[config.mk]
export PLATFORM = sky130hd
export DESIGN_NAME = mod_compress_flat
export DESIGN_NICKNAME = d
export VERILOG_FILES = /design/src/rtl/mod_compress_if.sv /design/src/rtl/mod_compress.sv /design/src/flat_wrapper.sv
export SDC_FILE = /design/constraint.sdc
export NUM_CORES = 2
export LEC_CHECK = 0
export BUFFER_PORTS_ARGS = -buffer_cell sky130_fd_sc_hd__buf_2
export CAP_MARGIN = 40
export CORE_MARGIN = 2
export CORE_UTILIZATION = 40
export DETAILED_ROUTE_END_ITERATION = 8
export PLACE_DENSITY = 0.68
export SLEW_MARGIN = 20
export SYNTH_ARGS = -nofsm -noshare
export SYNTH_HDL_FRONTEND = slang
export SYNTH_SLANG_ARGS = --single-unit
[constraint.sdc]
create_clock -name CLK -period 7.4 [get_ports CLK]
set_input_delay 1.48 -clock CLK [delete_from_list [all_inputs] [get_ports CLK]]
set_output_delay 1.48 -clock CLK [all_outputs]
set_load 0.02 [all_outputs]
[src/rtl/mod_compress_if.sv]
// Block-level signal bundle between the SHA-256 compression engine and its
// controller / W schedule source.
interface mod_compress_if;
  logic         START;
  logic         INIT;
  logic [5:0]   I;
  logic [31:0]  W_IN;
  logic         BUSY;
  logic         DONE;
  logic [255:0] DIGEST;

  modport master (output START, INIT, W_IN, input I, BUSY, DONE, DIGEST);
  modport slave  (input START, INIT, W_IN, output I, BUSY, DONE, DIGEST);
endinterface

[src/rtl/mod_compress.sv]
// SHA-256 compression engine: 64 rounds over W words fetched by index I,
// then folds the working variables into the chaining state H.
module mod_compress (
  input  logic          CLK,
  input  logic          RST_N,
  mod_compress_if.slave bus
);

  typedef enum logic [1:0] {IDLE, ROUND, FINAL} state_e;

  localparam logic [31:0] IV [8] = '{
    32'h6a09e667, 32'hbb67ae85, 32'h3c6ef372, 32'ha54ff53a,
    32'h510e527f, 32'h9b05688c, 32'h1f83d9ab, 32'h5be0cd19
  };

  localparam logic [31:0] K_ROM [64] = '{
    32'h428a2f98, 32'h71374491, 32'hb5c0fbcf, 32'he9b5dba5, 32'h3956c25b, 32'h59f111f1, 32'h923f82a4, 32'hab1c5ed5,
    32'hd807aa98, 32'h12835b01, 32'h243185be, 32'h550c7dc3, 32'h72be5d74, 32'h80deb1fe, 32'h9bdc06a7, 32'hc19bf174,
    32'he49b69c1, 32'hefbe4786, 32'h0fc19dc6, 32'h240ca1cc, 32'h2de92c6f, 32'h4a7484aa, 32'h5cb0a9dc, 32'h76f988da,
    32'h983e5152, 32'ha831c66d, 32'hb00327c8, 32'hbf597fc7, 32'hc6e00bf3, 32'hd5a79147, 32'h06ca6351, 32'h14292967,
    32'h27b70a85, 32'h2e1b2138, 32'h4d2c6dfc, 32'h53380d13, 32'h650a7354, 32'h766a0abb, 32'h81c2c92e, 32'h92722c85,
    32'ha2bfe8a1, 32'ha81a664b, 32'hc24b8b70, 32'hc76c51a3, 32'hd192e819, 32'hd6990624, 32'hf40e3585, 32'h106aa070,
    32'h19a4c116, 32'h1e376c08, 32'h2748774c, 32'h34b0bcb5, 32'h391c0cb3, 32'h4ed8aa4a, 32'h5b9cca4f, 32'h682e6ff3,
    32'h748f82ee, 32'h78a5636f, 32'h84c87814, 32'h8cc70208, 32'h90befffa, 32'ha4506ceb, 32'hbef9a3f7, 32'hc67178f2
  };

  function automatic logic [31:0] big_sigma0(input logic [31:0] x);
    return {x[1:0], x[31:2]} ^ {x[12:0], x[31:13]} ^ {x[21:0], x[31:22]};
  endfunction

  function automatic logic [31:0] big_sigma1(input logic [31:0] x);
    return {x[5:0], x[31:6]} ^ {x[10:0], x[31:11]} ^ {x[24:0], x[31:25]};
  endfunction

  function automatic logic [31:0] ch(input logic [31:0] e, input logic [31:0] f, input logic [31:0] g);
    return (e & f) ^ (~e & g);
  endfunction

  function automatic logic [31:0] maj(input logic [31:0] a, input logic [31:0] b, input logic [31:0] c);
    return (a & b) ^ (a & c) ^ (b & c);
  endfunction

  state_e      state_q, state_d;
  logic [5:0]  t_q, t_d;
  logic [31:0] h_q [8];
  logic [31:0] h_d [8];
  // v holds the working variables a..h as v[0]..v[7]
  logic [31:0] v_q [8];
  logic [31:0] v_d [8];
  logic        done_q, done_d;
  logic [31:0] t1, t2;

  always_ff @(posedge CLK or negedge RST_N) begin
    if (!RST_N) begin
      state_q <= IDLE;
      t_q     <= '0;
      done_q  <= 1'b0;
      for (int i = 0; i < 8; i++) begin
        h_q[i] <= IV[i];
        v_q[i] <= '0;
      end
    end else begin
      state_q <= state_d;
      t_q     <= t_d;
      done_q  <= done_d;
      for (int i = 0; i < 8; i++) begin
        h_q[i] <= h_d[i];
        v_q[i] <= v_d[i];
      end
    end
  end

  always_comb begin
    state_d = state_q;
    case (state_q)
      IDLE:    if (bus.START) state_d = ROUND;
      ROUND:   if (t_q == 6'd63) state_d = FINAL;
      FINAL:   state_d = IDLE;
      default: state_d = IDLE;
    endcase
  end

  always_comb begin
    t_d    = t_q;
    h_d    = h_q;
    v_d    = v_q;
    done_d = 1'b0;
    t1     = v_q[7] + big_sigma1(v_q[4]) + ch(v_q[4], v_q[5], v_q[6]) + K_ROM[t_q] + bus.W_IN;
    t2     = big_sigma0(v_q[0]) + maj(v_q[0], v_q[1], v_q[2]);
    case (state_q)
      IDLE: begin
        if (bus.START) begin
          t_d = '0;
          if (bus.INIT) begin
            h_d = IV;
            v_d = IV;
          end else begin
            v_d = h_q;
          end
        end
      end
      ROUND: begin
        for (int i = 7; i > 0; i--) v_d[i] = v_q[i-1];
        v_d[4] = v_q[3] + t1;
        v_d[0] = t1 + t2;
        // wraps 63 -> 0, so I reads 0 again in FINAL and IDLE
        t_d    = t_q + 6'd1;
      end
      FINAL: begin
        for (int i = 0; i < 8; i++) h_d[i] = h_q[i] + v_q[i];
        done_d = 1'b1;
      end
      default: ;
    endcase
  end

  always_comb begin
    bus.I      = t_q;
    bus.BUSY   = (state_q != IDLE);
    bus.DONE   = done_q;
    bus.DIGEST = {h_q[0], h_q[1], h_q[2], h_q[3], h_q[4], h_q[5], h_q[6], h_q[7]};
  end

endmodule
[src/flat_wrapper.sv]
// flat-port wrapper written by rule: the top's interface ports become plain ports
module mod_compress_flat 
  (CLK, RST_N, bus_START, bus_INIT, bus_W_IN, bus_I, bus_BUSY, bus_DONE, bus_DIGEST);
  mod_compress_if bus_i ();
  input  logic CLK;
  input  logic RST_N;
  input wire logic [$bits(bus_i.START)-1:0] bus_START;
  input wire logic [$bits(bus_i.INIT)-1:0] bus_INIT;
  input wire logic [$bits(bus_i.W_IN)-1:0] bus_W_IN;
  output wire logic [$bits(bus_i.I)-1:0] bus_I;
  output wire logic [$bits(bus_i.BUSY)-1:0] bus_BUSY;
  output wire logic [$bits(bus_i.DONE)-1:0] bus_DONE;
  output wire logic [$bits(bus_i.DIGEST)-1:0] bus_DIGEST;
  assign bus_i.START = bus_START;
  assign bus_i.INIT = bus_INIT;
  assign bus_i.W_IN = bus_W_IN;
  assign bus_I = bus_i.I;
  assign bus_BUSY = bus_i.BUSY;
  assign bus_DONE = bus_i.DONE;
  assign bus_DIGEST = bus_i.DIGEST;
  mod_compress u_core (.CLK(CLK), .RST_N(RST_N), .bus(bus_i));
endmodule
==> flow_metrics.py <==
metrics = {
    "status": {
        "status": "finished with violations",
        "violations": "negative setup slack",
    },
    "worst_setup_path": {
        "cp_max_fo": 7,
        "path_class": "flip-flop to flip-flop",
        "startpoint": "u_core.bus.I[0]",
        "worstRegToRegCells": 36,
        "r2r_start": "u_core.bus.I[0]",
        "r2r_end": "u_core.v_q[255]",
        "cp-start-kind": "flip-flop",
        "cpMostUsedCell": "fa_1",
        "slowest_stage": "fa_1",
        "arrival_ns": 8.24,
        "cp_slowest_stage_delay_ns": 0.52,
        "cp_data_required_time_ns": 7.98,
        "critPathCapture": "u_core.v_q[255]",
        "rrSetupSlack_ns": -0.26,
        "cp-end-kind": "flip-flop",
    },
    "clock_tree": {
        "cts_root_buf": "clkbuf_16",
        "clk_latency_ns": 0.66,
        "cts_max_path_buffers": 3,
        "cts.sinks": 521,
        "htreeDepth": 3,
        "hold_buffers": 0,
        "cts_made_buffers": 67,
        "cts_tree": "built",
        "clk_pin_slew_ns": 0.06,
    },
    "placed_design": {
        "dp.cells": 7120,
        "dpl.hpwl_um": 151000,
        "gp_congestion": 1.04,
        "place_area_mm2": 0.0507,
        "io_buffers": 299,
    },
    "synth": {
        "synth.avg_cell_area_um2": 8.65,
        "ys_types": 105,
        "synth_seq_cells": 521,
        "async_reset_ff_share_pct": 100,
        "synth_warnings": 0,
        "synth-seq-area-share_pct": 29.8,
        "synth_ff_type": "dfrtp_1",
        "synth_area_mm2": 0.0443,
        "synth_nets": 5649,
        "synth_edf_count": 0,
        "syn_inst": 5121,
    },
    "timing": {
        "finalMaxSlewViolations": 0,
        "whs_ns": 0.506,
        "setup_viol": 20,
        "worstMarginPinSlew_ns": 0.929,
        "timing.fmax_mhz": 130,
        "hold_viol_final": 0,
        "setup_tns_ns": -2.09,
        "post-route-period-util_pct": 104,
        "setup_ws_ns": -0.264,
        "clock-skew-final_ns": 0.0214,
        "post-route-min-period_ns": 7.66,
        "rsz0062_at_grt": "yes",
        "slew_headroom_pct": 38.1,
    },
    "cells_and_area": {
        "final_area_mm2": 0.0554,
        "syn2layout_area_growth_pct": 25.0,
        "nFillCells": 10400,
        "final_nets": 6312,
        "instances_no_fill": 7327,
        "antennaDiodeCount": 0,
        "drive_gt1_share_pct": 27.0,
    },
    "grt": {
        "overflow": 0,
        "grt_usage_pct": 34.2,
        "grt_pass1_vias": 42800,
        "grt_first_pass_wirelength_um": 286000,
        "grt_max_degree": 165,
        "antenna_found_initial": 2,
    },
    "detailed_routing": {
        "via_per_inst": 6.02,
        "drtAntennaViolNets": 0,
        "drc": 0,
        "dr.pass1.iters": 6,
        "dr_total_vias": 44100,
        "finalWirelength_um": 198000,
        "wl_per_cell_um": 27.1,
        "drtIter0Drc": 4522,
    },
    "die": {
        "die_h_um": 337,
        "start_util_pct": 40.2,
        "die_w_um": 337,
        "fp.dieArea_mm2": 0.113,
        "rows": 122,
        "io_pins": 300,
        "core_mm2": 0.110,
    },
    "job": {
        "maxCapViolations": 0,
    },
    "hold_path": {
        "min_path_type": "flip-flop to flip-flop",
    },
}
how the worst min path moves through the flow:
stage | start | endpoint | slack (ns) | depth (start not counted)
after floorplan | u_core.v_q[223] | u_core.v_q[191] | 0.50 | 2
after global placement | u_core.bus.DIGEST[0] | u_core.bus.DIGEST[0] | 0.49 | 2
after detailed placement | u_core.bus.DIGEST[0] | u_core.bus.DIGEST[0] | 0.50 | 2
after CTS | u_core.bus.DIGEST[0] | u_core.bus.DIGEST[0] | 0.51 | 2
after global routing | u_core.bus.DIGEST[31] | u_core.bus.DIGEST[31] | 0.53 | 1
final | u_core.bus.DIGEST[0] | u_core.bus.DIGEST[0] | 0.51 | 2
through the flow:
stage	worst slack, ns	utilization (%)
after detailed placement	-0.783	46.0
after global placement	-0.820	45.9
after global routing	-0.493	50.2
after CTS	-0.194	49.1
final	-0.264	50.2
after floorplan	0.00425	-
cell families after synthesis:
group | count (synthesis) | synth area share, %
DFF | 521 | 29.8
buffers and inverters | 654 | 5.55
xor gates and xnor gates | 433 | 8.62
adders and majority gates | 514 | 16.6
AOI/OAI and AO/OA | 1780 | 26.3
and+or+nand+nor | 1169 | 11.7
muxes | 50 | 1.30
flip-flops by register name, indices dropped and copies added (netlist names):
register and flops:
u_core.bus.DIGEST 256, u_core.v_q 256, u_core.bus.I 6, u_core.state_q 2, u_core.bus.DONE 1
cell usage in the layout, fill, tap and decap left out, types with 22 or more instances in the layout:
cell       instances
dfrtp_1          379
or3_1             23
a21oi_2           46
fa_1             131
mux2i_1           27
o21bai_1          45
nor3_1            86
nand2b_1          46
xor2_1           178
inv_2             25
buf_2            298
nor2_1           477
o21ai_0          356
nand2_1          257
nand3_1           76
o21ai_1           40
dfstp_2          136
buf_6             44
a21oi_1          404
xnor2_1          227
inv_1            333
maj3_1            22
a21o_1           165
o21a_1            46
o22ai_1          174
o221a_2           87
buf_4            526
ha_4              34
ha_1             321
a22oi_1           33
o21ai_2           27
o211ai_1          60
clkbuf_16         70
nor2b_1           35
a211oi_1          24
a31oi_1           41
per-layer routing:
layer  vias to the layer above  global-route usage [%]  part of all wire, %
met5                         -                       0               0.0076
met4                         2                    19.8                  7.1
met3                       558                    5.80                  8.4
met2                      2178                    54.5                   45
met1                     21700                    43.8                   40
li1                      19700                       -                    -
final cells by class:
cell class                      count  area [um^2]  share of cell area (%)
Clock buffer                      101         1980                    3.57
Clock inverter                     23          294                   0.531
Inverter                          363         1370                    2.48
Multi-Input combinational cell   3946        30400                    54.8
Sequential cell                   521        13200                    23.9
Tap cell                         1488         1860                    3.36
Timing Repair Buffer              885         6290                    11.4
cells in the mapped netlist, types with 22 or more instances:
cell,count,area share (%)
o22ai_1,176,2.5
ha_1,359,10
dfrtp_1,385,22
nand2b_1,51,0.72
a22oi_1,33,0.56
xor2_1,191,3.8
dfstp_2,136,8.1
buf_1,24,0.20
or3_1,25,0.35
nor2_1,504,4.3
a211oi_1,34,0.58
nor3_1,91,1.0
o211ai_1,60,1.0
o21bai_1,47,0.80
o221a_2,88,2.2
a31oi_1,46,0.65
nand3_1,81,0.91
inv_1,359,3.0
nand2_1,281,2.4
a21oi_1,453,5.1
xnor2_1,240,4.7
fa_1,133,6.0
nor2b_1,42,0.59
o21a_1,48,0.81
clkbuf_1,264,2.2
maj3_1,22,0.50
a21o_1,165,2.8
o21ai_0,407,4.6
mux2i_1,27,0.61
critical path: cells and delay by family, from the launching register on:
| family | cells | cell delay, ns |
|---|---|---|
| simple gates | 5 | 0.59 |
| buf+inv | 7 | 0.79 |
| xor+xnor | 2 | 0.48 |
| fa+ha+maj | 8 | 2.99 |
| compound gates | 14 | 2.32 |
| flops | 1 | 0.38 |
repair_timing:
action,CTS,global route
setup endpoints to repair,32,39
buffers inserted,46,48
pin swaps,97,150
resized for setup,204,206
Power is left out: the tool's default activity adds up to more than one toggle a clock period on the data nets, which glitch-free logic cannot reach.
